<file path="src/rtl/mips_stack_pkg.sv">
// Shared definitions for the stack-MIPS operand stack.
// Provides the default stack geometry and the push/pop action encoding
// that the controller and the stack decode agree on.
package mips_stack_pkg;

  localparam int STACK_WIDTH = 8;
  localparam int STACK_DEPTH = 8;

  // Encoded as {push, pop}; replace is push and pop in the same cycle.
  typedef enum logic [1:0] {
    OP_NONE = 2'b00,
    OP_POP  = 2'b01,
    OP_PUSH = 2'b10,
    OP_REPL = 2'b11
  } stack_op_e;

  function automatic stack_op_e decode_op(input logic push, input logic pop);
    return stack_op_e'({push, pop});
  endfunction

endpackage

</file>
<file path="src/rtl/stack_ram.sv">
// DEPTH x WIDTH register array backing the operand stack.
// Ports:
//   clk    rising-edge clock
//   we     write enable
//   waddr  write address
//   wdata  write data
//   raddr  asynchronous read address
//   rdata  asynchronous read data
// Contents are deliberately not reset.
module stack_ram #(
  parameter int WIDTH = 8,
  parameter int DEPTH = 8,
  parameter int AW    = 3
) (
  input  logic             clk,
  input  logic             we,
  input  logic [AW-1:0]    waddr,
  input  logic [WIDTH-1:0] wdata,
  input  logic [AW-1:0]    raddr,
  output logic [WIDTH-1:0] rdata
);

  logic [WIDTH-1:0] mem_q [DEPTH];

  always_ff @(posedge clk) begin
    if (we) mem_q[waddr] <= wdata;
  end

  assign rdata = mem_q[raddr];

endmodule

</file>
<file path="src/rtl/stack_lifo.sv">
// Operand stack (LIFO) for the multi-cycle stack-MIPS datapath.
// Ports:
//   clk        rising-edge clock
//   rst        asynchronous active-low reset
//   push       write din onto the stack
//   pop        remove the top entry
//   din        data to push or replace the top with
//   dout       top of stack, 0 when empty
//   count      number of valid entries
//   empty      count == 0
//   full       count == DEPTH
//   overflow   registered pulse: a push was refused because full
//   underflow  registered pulse: a pop was refused because empty
// dout/empty/full depend only on registered state.
module stack_lifo
  import mips_stack_pkg::*;
#(
  parameter int  WIDTH = STACK_WIDTH,
  parameter int  DEPTH = STACK_DEPTH,
  localparam int CNT_W = $clog2(DEPTH + 1)
) (
  input  logic             clk,
  input  logic             rst,
  input  logic             push,
  input  logic             pop,
  input  logic [WIDTH-1:0] din,
  output logic [WIDTH-1:0] dout,
  output logic [CNT_W-1:0] count,
  output logic             empty,
  output logic             full,
  output logic             overflow,
  output logic             underflow
);

  localparam int AW = $clog2(DEPTH);

  logic [CNT_W-1:0] count_q, count_d;
  logic             ovf_q, ovf_d;
  logic             udf_q, udf_d;
  logic             we;
  logic [AW-1:0]    waddr;
  logic [AW-1:0]    raddr;
  logic [WIDTH-1:0] rdata;
  logic             is_empty, is_full;

  assign is_empty = (count_q == '0);
  assign is_full  = (count_q == CNT_W'(DEPTH));

  always_comb begin
    count_d = count_q;
    ovf_d   = 1'b0;
    udf_d   = 1'b0;
    we      = 1'b0;
    waddr   = '0;
    unique case (decode_op(push, pop))
      OP_PUSH: begin
        if (is_full) begin
          ovf_d = 1'b1;
        end else begin
          we      = 1'b1;
          waddr   = AW'(count_q);
          count_d = count_q + CNT_W'(1);
        end
      end
      OP_POP: begin
        if (is_empty) udf_d = 1'b1;
        else          count_d = count_q - CNT_W'(1);
      end
      OP_REPL: begin
        // On an empty stack a replace degrades to a plain push.
        we = 1'b1;
        if (is_empty) begin
          waddr   = '0;
          count_d = CNT_W'(1);
        end else begin
          waddr = AW'(count_q - CNT_W'(1));
        end
      end
      default: ;
    endcase
  end

  always_ff @(posedge clk or negedge rst) begin
    if (!rst) begin
      count_q <= '0;
      ovf_q   <= 1'b0;
      udf_q   <= 1'b0;
    end else begin
      count_q <= count_d;
      ovf_q   <= ovf_d;
      udf_q   <= udf_d;
    end
  end

  // Hold the read address in range while empty; dout is forced to 0 anyway.
  assign raddr = is_empty ? '0 : AW'(count_q - CNT_W'(1));

  stack_ram #(
    .WIDTH (WIDTH),
    .DEPTH (DEPTH),
    .AW    (AW)
  ) u_ram (
    .clk   (clk),
    .we    (we),
    .waddr (waddr),
    .wdata (din),
    .raddr (raddr),
    .rdata (rdata)
  );

  assign dout      = is_empty ? '0 : rdata;
  assign count     = count_q;
  assign empty     = is_empty;
  assign full      = is_full;
  assign overflow  = ovf_q;
  assign underflow = udf_q;

endmodule
</file>
<file path="config.mk">
export PLATFORM = sky130hd
export DESIGN_NAME = stack_lifo
export DESIGN_NICKNAME = d
export VERILOG_FILES = /design/src/rtl/mips_stack_pkg.sv /design/src/rtl/stack_ram.sv /design/src/rtl/stack_lifo.sv
export SDC_FILE = /design/constraint.sdc
export NUM_CORES = 1
export LEC_CHECK = 0
export CORE_MARGIN = 2
export CORE_UTILIZATION = 40
export CTS_CLUSTER_SIZE = 10
export DETAILED_ROUTE_END_ITERATION = 7
export DONT_BUFFER_PORTS = 1
export GPL_TIMING_DRIVEN = 0
export PLACE_DENSITY = 0.58
export SLEW_MARGIN = 25
export SYNTH_ARGS = -nofsm -noshare
export SYNTH_HDL_FRONTEND = slang
export SYNTH_SLANG_ARGS = --single-unit
</file>
<file path="constraint.sdc">
create_clock -name clk -period 6.1 [get_ports clk]
set_input_delay 1.22 -clock clk [delete_from_list [all_inputs] [get_ports clk]]
set_output_delay 1.22 -clock clk [all_outputs]
set_load 0.1 [all_outputs]
</file>
---- Word-level counts from Yosys, hierarchy flattened ----
Memories as Yosys holds them, arrays and structs flattened.
Cells that the tools add are included.
storage, ports and cells
  output and inout bits ................... 16
  RAM bits ................................ 64
  bits of input ports ..................... 12
  word-level logic and storage cells ...... 32
  ROM bits ................................ 0
  latch bits .............................. 0
  register bits ........................... 6
  memories ................................ 1
memory list
  name         words  bits a word  rd ports  clocked after Yosys merged registers in  write ports  RTL line         text
  u_ram.mem_q  8      8            1         0                                        1            stack_ram.sv:23  logic [WIDTH-1:0] mem_q [DEPTH];
operators by class
  shifts and indexed selects .............. 0
  mux-type cells .......................... 16
  magnitude comparators ................... 0
  $mul .................................... 0
  eq/ne operators ......................... 7
  divide/modulo/power cells ............... 0
  bitwise gates (word level) .............. 0
  reduce and logical (&&, ||, !) cells .... 3
  add/subtract/negate cells ............... 2
operators with widths
  operator               count
  $mux W4                3
  $pmux W4 S3            1
  $mux W8                1
  $mux W1                7
  $mux W3                2
  $ne A2 B2 Y1 const B   3
  $pmux W3 S2            1
  $add A4 B1 Y4 const B  1
  $eq A2 B2 Y1 const B   2
  $eq A4 B4 Y1 const B   1
  $logic_not A4 Y1       1
  $reduce_and A4 Y1      1
  $sub A4 B1 Y4 const B  1
  $reduce_bool A3 Y1     1
  $eq A2 B1 Y1 const B   1
  $pmux W1 S2            1

---- Logic depth before layout (Yosys ltp) ----
Gate-level depths: netlist of run 1.
  depth in word-level cells ............... 5
  gate-level depth with buffers ........... 12
  gate-level depth less buffers ........... 8

---- Hierarchy ----
From an unflattened synthesis of run 1, not the netlist that was laid out.
second synthesis, totals
  cells, all modules ...................... 176
  area, all modules ....................... 3093.0 µm²
by module, submodules not included
  module      times used  sequential area each (µm²)  cells each  area each (µm²)
  stack_ram   1           1921.8                      106         2531.2
  stack_lifo  1           150.1                       70          561.8

---- Worst setup path before layout of run 1 ----
Ideal clock, no wire load.
  path type ............................... flip-flop to output port
  start ................................... register count_q[0], in the netlist count[0]
  end ..................................... output dout[6]
  setup slack ............................. 6 ps
  path buffers ............................ 4
  arrival time ............................ 4874 ps
  stages on the path, launching flop included .. 12
  required time ........................... 4880 ps
  cells stage by stage .................... dfrtp_1 buf_6 inv_1 buf_2 buf_2 ha_1 or3b_1 buf_6 nand2_4 o221ai_1 o211a_1 a211oi_1
on the way
  word-level cells in the longest chain between the ends .. 4
  elaborated cells between the ends (all ways) .. 5
  those cells by class .................... add/sub (1); mux (2); reduce/logical (1); memory (1)
ends and longest elaborated chain
  what                                               RTL line                            text
  start: declaration                                 stack_lifo.sv:37                    logic [CNT_W-1:0] count_q, count_d;
  start signal: assignment                           stack_lifo.sv:89                    count_q <= count_d;
  $sub A4 B1 Y4 or $logic_not A4 Y1 (tied branches)  stack_lifo.sv:96, stack_lifo.sv:46
  $mux W3                                            stack_lifo.sv:96                    assign raddr = is_empty ? '0 : AW'(count_q - CNT_W'(1));
  $mem_v2 Z8 W8                                      -
  $mux W8 (*)                                        stack_lifo.sv:111                   assign dout = is_empty ? '0 : rdata;
  end: declaration                                   stack_lifo.sv:27                    output logic [WIDTH-1:0] dout,
Mark *: on every way between the ends. The rest lies on a longest branch, timed or not.

---- Final worst setup path of run 1 ----
  start ................................... register count_q[0], in the netlist count[0]
  end ..................................... output dout[4]
Same word-level chain as after synthesis.

==> results of run 1 <==
cell type report:
class / instances / area, µm² / share of cell area
multi-input cells: 144 / 975.9 / 0.2779
repair buffers: 1 / 27.53 / 0.007838
flip-flops and latches: 70 / 2072 / 0.5900
clock inverters: 6 / 61.31 / 0.01746
well taps: 102 / 127.6 / 0.03634
plain buffers: 15 / 88.84 / 0.02529
inverters: 7 / 31.28 / 0.008906
clock buffers: 10 / 127.6 / 0.03634
synthesized netlist by cell type, drive strengths merged, types with 2 or more instances:
master  count  area share
nor3b       3      0.0071
o211ai      5       0.012
o21ai      19       0.030
nand4       4      0.0079
o32ai       2      0.0056
buf        10       0.022
ha          2      0.0079
mux4        2       0.014
mux2i       9       0.029
inv         7      0.0099
edfxtp     64        0.61
nand2      21       0.027
a211oi      3      0.0071
and2        2      0.0048
dfrtp       6       0.048
o211a       6       0.019
a21oi      11       0.017
mux2        2      0.0071
nand3       2      0.0032
nor2       21       0.031
nand2b      4      0.0079
nand3b      2      0.0048
clkbuf      5      0.0059
o221ai      7       0.019
critical path: stages (launching register included):
cell and delay, ps:
dfrtp_1 750, buf_6 310, inv_1 260, buf_2 310, buf_2 280, ha_1 210
buf_4 180, xor2_2 430, or2_0 170, buf_2 180, a21oi_1 60, o21ai_0 170
o211a_1 730
routing by layer:
layer,track usage,up-vias,wire length [µm]
li1,-,928,-
met1,0.2183,975,2973
met2,0.2572,55,3233
met3,0.04801,6,365
met4,0.05515,0,69
met5,0,-,0
flip-flops by register name, indices dropped and copies added, names as in the netlist:
register	cells
count	4
overflow	1
underflow	1
u_ram.mem_q	64
kinds of logic after synthesis:
| group | after synthesis | synth area share |
|---|---|---|
| flip-flops | 70 | 0.6566 |
| AND/OR/NAND/NOR | 66 | 0.1094 |
| AO/OA/AOI/OAI | 62 | 0.1328 |
| buffers and inverters | 22 | 0.03806 |
| multiplexers | 13 | 0.04996 |
| adder cells (fa/ha/maj) | 2 | 0.007929 |
| XOR/XNOR | 1 | 0.005156 |
worst paths after layout:
check	startpoint	slack (ps)	end	cells past startpoint
min in group clk	din[0]	980	u_ram.mem_q[3][0]$_DFFE_PP_	0
max in group asynchronous	rst	5450	count[0]$_DFFE_PN0P_	0
min	rst	580	count[3]$_DFFE_PN0P_	0
min reg2reg	count[1]$_DFFE_PN0P_	1250	count[1]$_DFFE_PN0P_	2
max	count[0]$_DFFE_PN0P_	500	dout[4]	12
max reg2reg	count[0]$_DFFE_PN0P_	1870	u_ram.mem_q[0][1]$_DFFE_PP_	12
through the flow:
step,worst slack (ps),setup TNS (ps),util,std cells
floorplan,5.578,0,-,236
global placement,-737.3,-737.3,0.4271,338
detailed placement,808.9,0,0.4323,339
CTS,422.6,0,0.4569,355
global route,142.4,0,0.4569,355
finish,498.5,0,0.4569,355
==> impl_metrics.csv, run 1 <==
group,metric,value,unit
cts,cts-root-buf,"clkbuf_8",
die,core,7687,µm²
drt,drcViolationCount,0,
cts,tritoncts,"yes",
cts,cts_buffers,9,
timing,rsz0062_at_grt,"no",
die,row_count,32,
yosys,syn_area_per_cell,13.37,µm²
run,drv_cap,0,
timing,hold_violations,0,
drt,vias,1964,
setup_path,arrival,4380,ps
cts,h-tree-depth,3,
layout,diodes,0,
cts,clk_latency,330,ps
yosys,yosysWarnings,0,
timing,max_freq,0.1785,GHz
timing,fin_worst_skew,7.109,ps
placement,gpl.final_weighted_congestion,0.7796,
drt,drtIter0Drc,128,
timing,tightest_slew,1074,ps
cts,cts.sinks,70,
cts,ctsResizeCount,0,
drt,viasPerCell,5.532,
yosys,async_reset_ff_frac,0.08571,
die,dieArea,8616,µm²
setup_path,cp-end-kind,"output port",
timing,maxSlewViolCount,0,
placement,dp_hpwl,4418,µm
yosys,synth-edff-count,64,
yosys,syn_area,3156,µm²
layout,layout.nets,262,
timing,setup_viol,0,
die,fp.dieH,92.82,µm
hold_path,min_path_type,"in -> async",
run_status,status,"finished clean",
cts,ctsHoldBuffers,0,
yosys,synth_top_flop_cell,"edfxtp_1",
cts,clockBufferDepth,2,
die,start_util,0.4105,
timing,slew_headroom,0.2838,
layout,fillCellCount,712,
setup_path,critical_path_class,"reg -> out",
layout,syn_to_final_growth,11.30,%
yosys,netlist_instances,236,
timing,min_period,5601,ps
die,die_width,92.82,µm
layout,layout_commonest_cell,"edfxtp_1",
cts,clkSlewWorstSetupHoldPaths,70,ps
timing,finalHoldWorstSlack,580.7,ps
layout,fin_area,3512,µm²
yosys,syn_nets,250,
setup_path,cp_max_fo,10,
grt,overflow,0,
die,num_io_pins,28,
setup_path,critical_path_required,4880,ps
grt,grt_usage,0.1637,
grt,grt_pass1_wl,10270,µm
placement,dpl_cell_area,3323,µm²
yosys,synth-seq-cells,70,
drt,wirelength,6641,µm
cts,postCtsSetupBuffers,0,
yosys,synth.distinct_cells,50,
yosys,yosysSeqAreaShare,0.6566,
placement,portBuffers,0,
drt,wl_per_cell,18.71,µm
drt,dr.pass1.iters,4,
grt,grt_pass1_vias,1857,
timing,fin_crit_sh,0.9183,
layout,drive_gt1_frac,0.1423,
layout,mostFrequentLayoutCells,"edfxtp_1 (64), nand2_1 (20), o21ai_0 (16), nor2_1 (16), a21oi_1 (11)",
grt,grt_max_degree,13,
setup_path,startpoint_type,"flip-flop",
drt,postRouteAntennaNets,0,
grt,antenna_found_initial,0,
Power of run 1 is not shown: default switching activity piles up to over one toggle a cycle in this logic, so the estimate is an artifact.
==> inputs of run 2 (changes only) <==
==> constraint.sdc (replaced) <==
create_clock -name clk -period 6.1 [get_ports clk]
set_input_delay 1.22 -clock clk [delete_from_list [all_inputs] [get_ports clk]]
set_output_delay 1.22 -clock clk [all_outputs]
set_load 0.02 [all_outputs]
==> impl_metrics.csv, run 2 (synthesized netlist as in run 1, its figures left out) <==
group,metric,value,unit
run_status,status,"finished clean",
setup_path,critical_path_class,"reg -> out",
pwr,power_leakage,1.201,nW
die,num_io_pins,28,
setup_path,critical_path_required,4880,ps
drt,vias,1957,
timing,finalHoldWorstSlack,571.3,ps
pwr,seqPwrFrac,0.344,
cts,ctsHoldBuffers,0,
drt,wirelength,6799,µm
layout,stdcell_count,354,
pwr,p_sw_frac,0.4273,
setup_path,path_cells,"buf_6 > inv_1 > buf_2 > buf_2 > ha_1 > buf_4 > xor2_2 > or2_0 > buf_2 > a221oi_1 > a211oi_1",
layout,layout.nets,261,
grt,grt_pass1_vias,1828,
grt,busiest_layer,"met2",
grt,grt_max_degree,13,
timing,slew_headroom,0.3308,
cts,h-tree-depth,3,
setup_path,cp.depth,11,
pwr,combPwrFrac,0.467,
timing,rsz0062_at_grt,"no",
cts,cts-root-buf,"clkbuf_8",
drt,drtIter0Drc,125,
timing,setup_viol,0,
cts,clkSlewWorstSetupHoldPaths,70,ps
placement,portBuffers,0,
setup_path,startpoint_type,"flip-flop",
die,die_width,92.82,µm
pwr,peakVddDrop,0.0001616,V
drt,viasPerCell,5.528,
grt,grt_usage,0.1665,
cts,cts.sinks,70,
timing,fin_crit_sh,0.8205,
layout,layout_commonest_cell,"edfxtp_1",
placement,dp_hpwl,4394,µm
cts,cts_buffers,9,
grt,grt_pass1_wl,10410,µm
pwr,powerDensity,543.8,nW/µm²
grt,overflow,0,
layout,top_register,"u_ram.mem_q",
timing,min_period,5005,ps
setup_path,cp_common_cell,"buf_2",
grt,met3_usage,0.04312,
timing,tightest_slew,1000,ps
cts,tritoncts,"yes",
setup_path,cp_max_fo,10,
pwr,report.power.total,1.888,mW
setup_path,cp-end-kind,"output port",
timing,fin_worst_skew,7.707,ps
placement,gpl.final_weighted_congestion,0.7796,
timing,hold_violations,0,
timing,fin_tns_setup,0,ps
grt,met2_usage,0.2524,
hold_path,min_path_type,"in -> async",
drt,wl_per_cell,19.21,µm
layout,largest_register_ffs,64,
grt,antenna_found_initial,0,
pwr,p_int,1.081,mW
layout,drive_gt1_frac,0.1349,
pwr,p_switching,806.8,µW
setup_path,cp_top_family,"buffers and inverters",
die,fp.dieH,92.82,µm
setup_path,path_buf_inv,6,
setup_path,reg2regPathDepth,12,
timing,max_freq,0.1998,GHz
setup_path,arrival,3790,ps
run,drv_cap,0,
placement,dpl.cell_count,338,
layout,diodes,0,
layout,syn_to_final_growth,10.03,%
drt,dr.pass1.iters,4,
setup_path,max_stage_delay,660,ps
cts,ctsResizeCount,0,
drt,postRouteAntennaNets,0,
layout,mostFrequentLayoutCells,"edfxtp_1 (64), nand2_1 (20), o21ai_0 (16), nor2_1 (16), a21oi_1 (11)",
setup_path,cp_slowest_cell,"a211oi_1",
die,core,7687,µm²
drt,drcViolationCount,0,
cts,clk_latency,330,ps
die,dieArea,8616,µm²
die,row_count,32,
grt,grtUsageMet1,0.2248,
cts,clockBufferDepth,2,
pwr,clkPwrFrac,0.189,
die,start_util,0.4105,
cts,postCtsSetupBuffers,0,
timing,maxSlewViolCount,0,
[run 2: cell count changes in the layout (fill, tap and decap cells not counted)]
cell / change
a211oi_1: +1
buf_16: -1
a211oi_4: -1
[run 2: power groups by stage]
stage               combinational (mW)  sequential, mW  clock, mW
global route                     0.963           0.656      0.379
floorplan                        0.690           0.650          0
finish                           0.882           0.649      0.357
detailed placement               0.889           0.660          0
global placement                 0.886           0.658          0
CTS                              0.893           0.650      0.363
[run 2: worst paths after layout]
kind | endpoint | slack (ps) | start
setup / recovery | dout[6] | 1090 | count[0]$_DFFE_PN0P_
hold / removal | count[3]$_DFFE_PN0P_ | 570 | rst
setup reg to reg | u_ram.mem_q[0][1]$_DFFE_PP_ | 2430 | count[0]$_DFFE_PN0P_
hold reg to reg | count[1]$_DFFE_PN0P_ | 860 | count[1]$_DFFE_PN0P_
max in group asynchronous | count[0]$_DFFE_PN0P_ | 5460 | rst
min in group clk | count[1]$_DFFE_PN0P_ | 860 | count[1]$_DFFE_PN0P_
[run 2: metrics by stage]
stage | util | setup WS [ps] | cell area (µm²)
CTS | 0.4517 | 1031 | 3472
global placement | 0.4271 | 1379 | 3283
global route | 0.4517 | 791.8 | 3472
detailed placement | 0.4271 | 1426 | 3283
floorplan | - | 2119 | 3156
finish | 0.4517 | 1095 | 3472
[run 2: routing by layer]
| layer | vias to the layer above | share of wire |
|---|---|---|
| met2 | 47 | 0.47 |
| met4 | 0 | 0.021 |
| met5 | - | 0 |
| met3 | 13 | 0.046 |
| met1 | 970 | 0.46 |
| li1 | 927 | - |
[run 2: layout make-up]
cell class | instances | area (µm²)
Multi-Input combinational cell | 144 | 963.4
Fill cell | 718 | 4215
Sequential cell | 70 | 2072
Clock buffer | 10 | 127.6
Inverter | 7 | 31.28
Clock inverter | 6 | 61.31
Tap cell | 102 | 127.6
Buffer | 15 | 88.84
(Power assumes the default switching activity.)
